### config.mk
export PLATFORM = sky130hd
export DESIGN_NAME = reg_file_mem_flat
export DESIGN_NICKNAME = d
export VERILOG_FILES = /design/src/rtl/reg_file_mem_pkg.sv /design/src/rtl/reg_file_mem_if.sv /design/src/rtl/reg_file_mem_clr_seq.sv /design/src/rtl/reg_file_mem.sv /design/src/flat_wrapper.sv
export SDC_FILE = /design/constraint.sdc
export NUM_CORES = 1
export LEC_CHECK = 0
export CAP_MARGIN = 20
export CORE_MARGIN = 10
export CORE_UTILIZATION = 42
export CTS_CLUSTER_SIZE = 25
export DETAILED_ROUTE_END_ITERATION = 10
export PLACE_DENSITY_LB_ADDON = 0.05
export SETUP_SLACK_MARGIN = 0.05
export SKIP_LAST_GASP = 1
export SYNTH_ARGS = -nofsm -noshare
export SYNTH_HDL_FRONTEND = slang
export SYNTH_SLANG_ARGS = --single-unit
### constraint.sdc
create_clock -name clk -period 1.5 [get_ports clk]
set_input_delay 0.225 -clock clk [delete_from_list [all_inputs] [get_ports clk]]
set_output_delay 0.225 -clock clk [all_outputs]
set_load 0.1 [all_outputs]
### src/rtl/reg_file_mem_pkg.sv
// ============================================================================
// mem_pkg : shared types and helpers for the reg_file_mem word store
// Revision: 1.0
// ============================================================================
`default_nettype none

package mem_pkg;

  typedef enum logic [0:0] {
    ST_IDLE     = 1'b0,
    ST_CLEARING = 1'b1
  } state_t;

  function automatic int addr_w(input int depth);
    return (depth > 1) ? $clog2(depth) : 1;
  endfunction

  // Even parity bit: makes the total number of ones (data + parity) even.
  function automatic logic even_par(input logic [63:0] v);
    return ^v;
  endfunction

endpackage

`default_nettype wire

### src/rtl/reg_file_mem_if.sv
// ============================================================================
// reg_file_mem_if : write/read/clear bus of the reg_file_mem word store
// Optional REG_FILE_MEM_PARITY_EN adds perr (read side) and pinj (write side).
// Revision: 1.0
// ============================================================================
`default_nettype none

interface reg_file_mem_if
  import mem_pkg::*;
#(
  parameter int WIDTH = 3,
  parameter int DEPTH = 4
);
  localparam int AW = addr_w(DEPTH);

  logic             we;
  logic [AW-1:0]    waddr;
  logic [WIDTH-1:0] wd;
  logic             re;
  logic [AW-1:0]    raddr;
  logic [WIDTH-1:0] rd;
  logic             rvalid;
  logic             clr;
  logic             busy;
`ifdef REG_FILE_MEM_PARITY_EN
  logic             perr;
  logic             pinj;
`endif

  modport slave (
    input  we, waddr, wd, re, raddr, clr,
`ifdef REG_FILE_MEM_PARITY_EN
    input  pinj,
    output perr,
`endif
    output rd, rvalid, busy
  );

  modport master (
    output we, waddr, wd, re, raddr, clr,
`ifdef REG_FILE_MEM_PARITY_EN
    output pinj,
    input  perr,
`endif
    input  rd, rvalid, busy
  );

endinterface

`default_nettype wire

### src/rtl/reg_file_mem_clr_seq.sv
// ============================================================================
// clr_seq : clear sweep sequencer; walks a pointer over every word after
//           reset or a clear request and presents it as a write port.
// Revision: 1.0
// ============================================================================
`default_nettype none

module clr_seq
  import mem_pkg::*;
#(
  parameter int DEPTH = 4,
  parameter int AW    = addr_w(DEPTH)
) (
  input  wire logic          clk,
  input  wire logic          rst,
  input  wire logic          clr,
  output logic               busy,
  output logic               sweep_we,
  output logic [AW-1:0]      sweep_addr
);

  state_t        state, state_nxt;
  logic [AW-1:0] ptr, ptr_nxt;

  always_ff @(posedge clk or posedge rst) begin
    if (rst) begin
      state <= ST_CLEARING;
      ptr   <= '0;
    end else begin
      state <= state_nxt;
      ptr   <= ptr_nxt;
    end
  end

  always_comb begin
    state_nxt = state;
    ptr_nxt   = ptr;
    case (state)
      ST_IDLE: begin
        if (clr) begin
          state_nxt = ST_CLEARING;
          ptr_nxt   = '0;
        end
      end
      ST_CLEARING: begin
        // A clear request mid-sweep restarts the walk rather than finishing it.
        if (clr) begin
          ptr_nxt = '0;
        end else if (ptr == AW'(DEPTH - 1)) begin
          state_nxt = ST_IDLE;
          ptr_nxt   = '0;
        end else begin
          ptr_nxt = ptr + 1'b1;
        end
      end
      default: begin
        state_nxt = ST_CLEARING;
        ptr_nxt   = '0;
      end
    endcase
  end

  always_comb begin
    busy       = (state == ST_CLEARING);
    sweep_we   = (state == ST_CLEARING);
    sweep_addr = ptr;
  end

endmodule

`default_nettype wire

### src/rtl/reg_file_mem.sv
// ============================================================================
// reg_file_mem : clocked word memory, one write port, one registered read
//                port with write-first bypass, built-in clear sweep.
// Optional macro REG_FILE_MEM_PARITY_EN adds per-word even parity.
// Revision: 1.0
// ============================================================================
`default_nettype none

module reg_file_mem
  import mem_pkg::*;
#(
  parameter int               WIDTH   = 3,
  parameter int               DEPTH   = 4,
  parameter logic [WIDTH-1:0] CLR_VAL = '0
) (
  input wire logic      clk,
  input wire logic      rst,
  reg_file_mem_if.slave bus
);

  localparam int AW = addr_w(DEPTH);
`ifdef REG_FILE_MEM_PARITY_EN
  localparam int SW = WIDTH + 1;
`else
  localparam int SW = WIDTH;
`endif

  logic          busy;
  logic          sweep_we;
  logic [AW-1:0] sweep_addr;

  clr_seq #(
    .DEPTH (DEPTH),
    .AW    (AW)
  ) u_clr_seq (
    .clk        (clk),
    .rst        (rst),
    .clr        (bus.clr),
    .busy       (busy),
    .sweep_we   (sweep_we),
    .sweep_addr (sweep_addr)
  );

  assign bus.busy = busy;

  logic [SW-1:0] mem [DEPTH];
  logic          waddr_ok, raddr_ok, mem_we;
  logic [AW-1:0] mem_addr;
  logic [SW-1:0] mem_wdata, user_word, clr_word, rword;

  assign waddr_ok = (32'(bus.waddr) < 32'(DEPTH));
  assign raddr_ok = (32'(bus.raddr) < 32'(DEPTH));

`ifdef REG_FILE_MEM_PARITY_EN
  assign user_word = {even_par(64'(bus.wd)) ^ bus.pinj, bus.wd};
  assign clr_word  = {even_par(64'(CLR_VAL)), CLR_VAL};
`else
  assign user_word = bus.wd;
  assign clr_word  = CLR_VAL;
`endif

  // The sweep owns the single write port whenever it is running.
  always_comb begin
    mem_we    = busy ? sweep_we : (bus.we && waddr_ok);
    mem_addr  = busy ? sweep_addr : bus.waddr;
    mem_wdata = busy ? clr_word : user_word;
  end

  always_ff @(posedge clk) begin
    if (mem_we) begin
      mem[mem_addr] <= mem_wdata;
    end
  end

  assign rword = mem[bus.raddr];

  always_ff @(posedge clk or posedge rst) begin
    if (rst) begin
      bus.rd     <= '0;
      bus.rvalid <= 1'b0;
`ifdef REG_FILE_MEM_PARITY_EN
      bus.perr   <= 1'b0;
`endif
    end else if (!busy && bus.re) begin
      bus.rvalid <= 1'b1;
      if (!raddr_ok) begin
        bus.rd <= '0;
`ifdef REG_FILE_MEM_PARITY_EN
        bus.perr <= 1'b0;
`endif
      end else if (bus.we && (bus.waddr == bus.raddr)) begin
        bus.rd <= bus.wd;
`ifdef REG_FILE_MEM_PARITY_EN
        bus.perr <= 1'b0;
`endif
      end else begin
        bus.rd <= rword[WIDTH-1:0];
`ifdef REG_FILE_MEM_PARITY_EN
        // Stored parity plus data has odd weight exactly when they disagree.
        bus.perr <= ^rword;
`endif
      end
    end else begin
      bus.rvalid <= 1'b0;
    end
  end

endmodule

`default_nettype wire

### src/flat_wrapper.sv
// flat-port wrapper written by rule: the top's interface ports become plain ports
module reg_file_mem_flat import mem_pkg::*;
#(
  parameter int               WIDTH   = 3,
  parameter int               DEPTH   = 4,
  parameter logic [WIDTH-1:0] CLR_VAL = '0
)
  (clk, rst, bus_we, bus_waddr, bus_wd, bus_re, bus_raddr, bus_clr, bus_rd, bus_rvalid, bus_busy);
  reg_file_mem_if #(.WIDTH(WIDTH), .DEPTH(DEPTH)) bus_i ();
  input wire logic clk;
  input wire logic rst;
  input wire logic [$bits(bus_i.we)-1:0] bus_we;
  input wire logic [$bits(bus_i.waddr)-1:0] bus_waddr;
  input wire logic [$bits(bus_i.wd)-1:0] bus_wd;
  input wire logic [$bits(bus_i.re)-1:0] bus_re;
  input wire logic [$bits(bus_i.raddr)-1:0] bus_raddr;
  input wire logic [$bits(bus_i.clr)-1:0] bus_clr;
  output wire logic [$bits(bus_i.rd)-1:0] bus_rd;
  output wire logic [$bits(bus_i.rvalid)-1:0] bus_rvalid;
  output wire logic [$bits(bus_i.busy)-1:0] bus_busy;
  assign bus_i.we = bus_we;
  assign bus_i.waddr = bus_waddr;
  assign bus_i.wd = bus_wd;
  assign bus_i.re = bus_re;
  assign bus_i.raddr = bus_raddr;
  assign bus_i.clr = bus_clr;
  assign bus_rd = bus_i.rd;
  assign bus_rvalid = bus_i.rvalid;
  assign bus_busy = bus_i.busy;
  reg_file_mem #(.WIDTH(WIDTH), .DEPTH(DEPTH), .CLR_VAL(CLR_VAL)) u_core (.clk(clk), .rst(rst), .bus(bus_i));
endmodule
==> results of run 1 <==
-- cell usage in the layout (no fill, tap or decap), drive strengths merged --
master	netlist	final
buf	3	15
edfxtp	12	12
mux4	3	3
xor2	1	1
inv	3	3
and2b	1	1
nand2b	4	4
ha	1	1
a31oi	3	3
a21bo	1	1
clkbuf	1	3
dfstp	1	1
a21o	1	1
clkdlybuf4s50	0	11
o32ai	3	3
clkinv	0	1
xnor2	1	1
a21oi	1	1
o32a	1	1
o22ai	2	2
nor2	4	4
nor2b	4	4
nor3b	1	1
o21ai	3	3
mux2i	2	2
dfrtp	6	6
and3b	1	1
nand3	3	3
nand2	2	2
-- kinds of logic (layout without fill, tap and decap cells) --
kind of cell	after synthesis	after routing	share of synthesized area, %
compound gates	15	15	12.0
xor+xnor	2	2	2.66
fa+ha+maj	1	1	1.33
buf+inv	7	33	3.86
flops	19	19	57.1
mux	5	5	10.7
simple gates	20	20	12.4
-- Yosys cell counts, drive strengths merged, types with 3 or more instances --
library cell  instances
nor2                  4
nand3                 3
buf                   3
nor2b                 4
dfrtp                 6
o32ai                 3
o21ai                 3
nand2b                4
edfxtp               12
inv                   3
mux4                  3
a31oi                 3
-- sequential cells by signal, summed over array words and instances, names as in the netlist --
name / cells
u_core.mem: 12
u_core.bus.rd: 3
u_core.bus.rvalid: 1
u_core.u_clr_seq.sweep_addr: 2
u_core.u_clr_seq.busy: 1
-- power by group through the flow --
stage | clock network [mW] | logic, mW | registers [mW]
3_3_place_gp | 0 | 0.842 | 0.763
4_1_cts | 0.273 | 0.870 | 0.753
2_1_floorplan | 0 | 0.233 | 1.04
5_1_grt | 0.292 | 0.909 | 0.765
3_5_place_dp | 0 | 0.849 | 0.763
6_report | 0.259 | 0.864 | 0.749
-- worst register-to-register path: cells and delay by family, from the launching register on --
kind / cells / cell delay [ps]
multiplexers: 1 / 320
AO/OA/AOI/OAI: 1 / 180
flip-flops: 1 / 680
XOR/XNOR: 1 / 200
AND/OR/NAND/NOR: 1 / 90
-- routing by layer --
metal / up-vias / wire length, µm
met2: 21 / 1020
met4: 0 / 31
met3: 4 / 119
met1: 307 / 807
met5: - / 0
li1: 310 / -
-- how the worst min path moves through the flow --
stage | startpoint | endpoint | slack, ps | cells after the start
2_1_floorplan | rst | u_core.bus.rd[0]$_DFFE_PP0P_ | 30 | 1
3_3_place_gp | rst | u_core.bus.rvalid$_DFF_PP0_ | 470 | 2
3_5_place_dp | rst | u_core.bus.rvalid$_DFF_PP0_ | 480 | 2
4_1_cts | rst | u_core.bus.rvalid$_DFF_PP0_ | 140 | 2
5_1_grt | rst | u_core.bus.rd[0]$_DFFE_PP0P_ | 170 | 2
6_report | rst | u_core.bus.rvalid$_DFF_PP0_ | 140 | 2
-- layout make-up --
type / count / area [µm²]
clock inverter: 1 / 5.00
sequential: 19 / 541
timing repair buffer: 26 / 285
tap: 28 / 35.0
multi-input combinational: 43 / 427
clock buffer: 3 / 22.5
fill: 198 / 843
inverter: 3 / 11.3
-- timing repair --
item	in CTS	in global routing
hold endpoints to repair	0	0
pin swaps	2	5
setup buffers	1	0
resized for setup	3	1
endpoints found under the setup margin	15	16
-- through the flow --
step                      area, µm²  instances  power, mW
after global placement         1270        118       1.61
after CTS                      1330        123       1.90
after detailed placement       1270        118       1.61
after global routing           1330        123       1.97
after floorplan                 987         69       1.28
final                          1330        123       1.87
==> results.json, run 1 <==
{
  "finalCritPeriodShare_pct": 102,
  "ys.flop_type": "edfxtp_1",
  "hold_class": "input port to asynchronous set/reset pin",
  "fmax_mhz": 651,
  "use_met2_pct": 16.8,
  "crit_path_end_kind": "flop",
  "port-buffer-count": 16,
  "netSwitchingFraction_pct": 40.3,
  "wirelength_um": 1980,
  "power_frac_seq_pct": 40.0,
  "num_vias": 642,
  "critical_path_class": "flop to flop",
  "cts-root-buf": "clkbuf_4",
  "drv_slew": 0,
  "start_util_pct": 43.3,
  "p_comb_share_pct": 46.2,
  "design.die.area_um2": 4530,
  "drc_errors": 0,
  "hold_viol_final": 0,
  "cts_tree": "built",
  "final_util_pct": 61.1,
  "rr_endpoint": "u_core.bus.rd[2]$_DFFE_PP0P_",
  "worstPathMaxFanout": 8,
  "pin_count": 17,
  "synth_nets": 82,
  "die_y_um": 67.3,
  "fin_setup_tns_ps": -78.2,
  "place_hpwl_um": 1620,
  "postRouteAntennaNets": 0,
  "crit_family": "flip-flops",
  "synth_top_area_share_pct": 38.3,
  "antenna_found_initial": 0,
  "crit_arrival_ps": 1760,
  "clock_path_buffers": 2,
  "grt_pass1_vias": 725,
  "synth_cells": 69,
  "p_sw_uw": 755,
  "overflow": 0,
  "relSlewSlack_pct": 70.9,
  "viasPerCell": 5.22,
  "path_depth": 4,
  "first_iter_violations": 20,
  "finalCriticalPeriod_ps": 1530,
  "ir_drop_mv": 0.822,
  "path_clk_slew_ps": 110,
  "drive_gt1_share_pct": 36.8,
  "startpoint": "u_core.u_clr_seq.busy$_DFF_PP1_",
  "p_leak_nw": 0.504,
  "syn2layout_area_growth_pct": 41.1,
  "synth_top_cell_by_area": "edfxtp_1",
  "synth-edff-count": 12,
  "cts_hold_buf": 0,
  "nets": 109,
  "pre_cts_ws_ps": -210,
  "post_drt_wl_per_cell_um": 16.1,
  "syn_area_per_cell_um2": 13.6,
  "worst_pin_slew_ps": 435,
  "dr.pass1.iters": 4,
  "ff2ff_path_depth": 4,
  "p_clk_share_pct": 13.8,
  "status": "finished, violations left",
  "clock_sinks": 19,
  "rows": 17,
  "slowest_delay_ps": 680,
  "fin_hold_ws_ps": 142,
  "internal_power_mw": 1.12,
  "cp.required_ps": 1730,
  "fin_skew_ps": 6.08,
  "power_density_nw_per_um2": 1410,
  "ys_ff_latch": 19,
  "crit_end": "u_core.bus.rd[2]$_DFFE_PP0P_",
  "grt_first_pass_wirelength_um": 3400,
  "synthArstFlopShare_pct": 36.8,
  "place_congestion": 0.779,
  "grtUsageTotal_pct": 10.3,
  "violations": "setup timing",
  "dieWidth_um": 67.3,
  "clkLatencyLatePin_ps": 300,
  "grt-busiest-layer": "met2",
  "path_buf_inv": 0,
  "syn_area_um2": 940,
  "grt_start_max_net_pins": 12,
  "gr-usage-met3_pct": 2.81,
  "yosys.cell_types.count": 30,
  "drv_cap": 0,
  "setup_viol": 4,
  "timing.rr.start": "u_core.u_clr_seq.busy$_DFF_PP1_",
  "numCtsBuffers": 3,
  "yosysSeqAreaShare_pct": 57.1,
  "synth_warnings": 0,
  "setup_ws_ps": -35.0,
  "crit_slowest_cell": "dfstp_4",
  "worst_setup_path_start_kind": "flop",
  "rrSetupSlack_ps": -30,
  "rsz0062_at_grt": "true",
  "core_area_um2": 2170,
  "cts-htree-levels": 1,
  "n_antenna_cell": 0,
  "gr-usage-met1_pct": 11.6,
  "yosys-top-cells-area": "edfxtp_1 (38%), dfrtp_1 (16%), mux4_2 (7.2%)",
  "path_cells": "mux2i_4 > xor2_2 > nand3_1 > a31oi_1"
}
Note: power is estimated with default switching activity, not from simulation.
==> run 2, diff against run 1 <==
TNS_END_PERCENT = 100   (was not set)
==> results of run 2 <==
Same layout as run 1: the final DEF is identical, and so are final timing and power.
==> run 3, diff against run 2 <==
CORE_MARGIN = 2   (was 10)
==> results.json, run 3 (synthesis results as in run 1) <==
{
  "n_antenna_cell": 0,
  "design.die.area_um2": 2630,
  "overflow": 0,
  "timing.rr.start": "u_core.u_clr_seq.busy$_DFF_PP1_",
  "setup_viol": 4,
  "violations": "setup timing",
  "rsz0062_at_grt": "true",
  "crit_arrival_ps": 1750,
  "start_util_pct": 43.3,
  "pin_count": 17,
  "grt_pass1_vias": 659,
  "cp.required_ps": 1720,
  "first_iter_violations": 13,
  "core_area_um2": 2170,
  "pre_cts_ws_ps": -228,
  "drv_cap": 0,
  "postRouteAntennaNets": 0,
  "dr.pass1.iters": 4,
  "hold_class": "input port to asynchronous set/reset pin",
  "finalCritPeriodShare_pct": 102,
  "power_mw": 1.88,
  "seq_area_um2": 541,
  "drive_gt1_share_pct": 36.2,
  "place_hpwl_um": 1440,
  "ff2ff_path_depth": 4,
  "die_y_um": 51.3,
  "grtUsageTotal_pct": 16.6,
  "fin_hold_ws_ps": 151,
  "relSlewSlack_pct": 75.9,
  "rows": 17,
  "layout_common_cells": "edfxtp_1 (12), clkdlybuf4s50_1 (11), buf_4 (8), buf_12 (6), dfrtp_1 (6)",
  "critical_path_class": "flop to flop",
  "finalCriticalPeriod_ps": 1530,
  "clock_sinks": 19,
  "power_density_nw_per_um2": 1410,
  "cts-htree-levels": 1,
  "numCtsBuffers": 3,
  "num_vias": 651,
  "clkLatencyLatePin_ps": 300,
  "worst_pin_slew_ps": 361,
  "dieWidth_um": 51.3,
  "nets": 108,
  "multi_input_area_um2": 427,
  "hold_viol_final": 0,
  "drc_errors": 0,
  "grt_start_max_net_pins": 12,
  "dp_cells": 116,
  "path_clk_slew_ps": 120,
  "post_drt_wl_per_cell_um": 15.3,
  "viasPerCell": 5.34,
  "port-buffer-count": 16,
  "largest_reg_flops": 12,
  "wirelength_um": 1860,
  "p_leak_nw": 0.506,
  "fin_skew_ps": 5.54,
  "num-fill-cells": 193,
  "fin_cells": 122,
  "largest-register": "u_core.mem",
  "clock_path_buffers": 2,
  "worst_setup_path_start_kind": "flop",
  "layout_commonest_cell": "edfxtp_1",
  "cts_tree": "built",
  "status": "finished, violations left",
  "ir_drop_mv": 0.978,
  "antenna_found_initial": 0,
  "crit_path_end_kind": "flop",
  "grt_first_pass_wirelength_um": 3110,
  "worstPathMaxFanout": 7,
  "drv_slew": 0,
  "setup_ws_ps": -27.4,
  "syn2layout_area_growth_pct": 41.7,
  "cts-root-buf": "clkbuf_4",
  "rrSetupSlack_ps": -30,
  "rr_endpoint": "u_core.bus.rd[2]$_DFFE_PP0P_",
  "fmax_mhz": 655,
  "place_congestion": 0.750
}
## run 3: changes by cell type in the layout (fill, tap and decap cells not counted), sizes merged
cell,delta
buf,-1
## run 3: per-layer routing
metal | GRT usage, % | vias to the layer above | part of all wire (%)
met4 | 6.58 | 0 | 0.86
li1 | - | 310 | -
met1 | 20.3 | 325 | 44
met2 | 28.1 | 14 | 51
met5 | 0 | - | 0
met3 | 3.80 | 2 | 4.1
## run 3: worst max path at each step
stage,from,to,slack (ps),cells after the start
after floorplan,u_core.u_clr_seq.busy$_DFF_PP1_,u_core.bus.rd[0]$_DFFE_PP0P_,-190,5
after global placement,bus_raddr[0],u_core.bus.rd[0]$_DFFE_PP0P_,-210,4
after detailed placement,bus_raddr[0],u_core.bus.rd[0]$_DFFE_PP0P_,-230,4
after CTS,u_core.u_clr_seq.busy$_DFF_PP1_,u_core.bus.rd[0]$_DFFE_PP0P_,-30,4
after global routing,u_core.u_clr_seq.busy$_DFF_PP1_,u_core.bus.rd[0]$_DFFE_PP0P_,-120,4
final,u_core.u_clr_seq.busy$_DFF_PP1_,u_core.bus.rd[2]$_DFFE_PP0P_,-30,4
## run 3: cell type report
class | instances | area share (%)
clock buffer | 3 | 1.69
clock inverter | 1 | 0.376
inverter | 3 | 0.846
multi-input combinational | 43 | 32.0
sequential | 19 | 40.6
tap | 28 | 2.63
timing repair buffer | 25 | 21.8
## run 3: timing repair
action / 4_1_cts / 5_1_grt
endpoints found under the setup margin: 9 / 10
hold buffers: 0 / 0
pin swaps: 0 / 3
gates resized for setup: 2 / 1
setup buffers: 2 / 0
endpoints found under the hold margin: 0 / 0
## run 3: through the flow
stage,TNS [ps],util [%],area (µm²)
after floorplan,-2410,-,987
after global placement,-892,58.4,1270
after detailed placement,-1110,58.4,1270
after CTS,-84.0,61.0,1320
after global routing,-335,61.4,1330
final,-76.8,61.4,1330
## run 3: critical path, stage by stage, from the launching register on
cell,delay (ps)
dfstp_4,690
mux2i_4,310
xor2_2,190
nand3_1,90
a31oi_1,170
## run 3: where the power goes
part / internal (mW) / total, mW / switching [mW]
Sequential: 0.663 / 0.746 / 0.0828
Combinational: 0.358 / 0.867 / 0.509
Clock: 0.0992 / 0.267 / 0.168
Total: 1.12 / 1.88 / 0.760
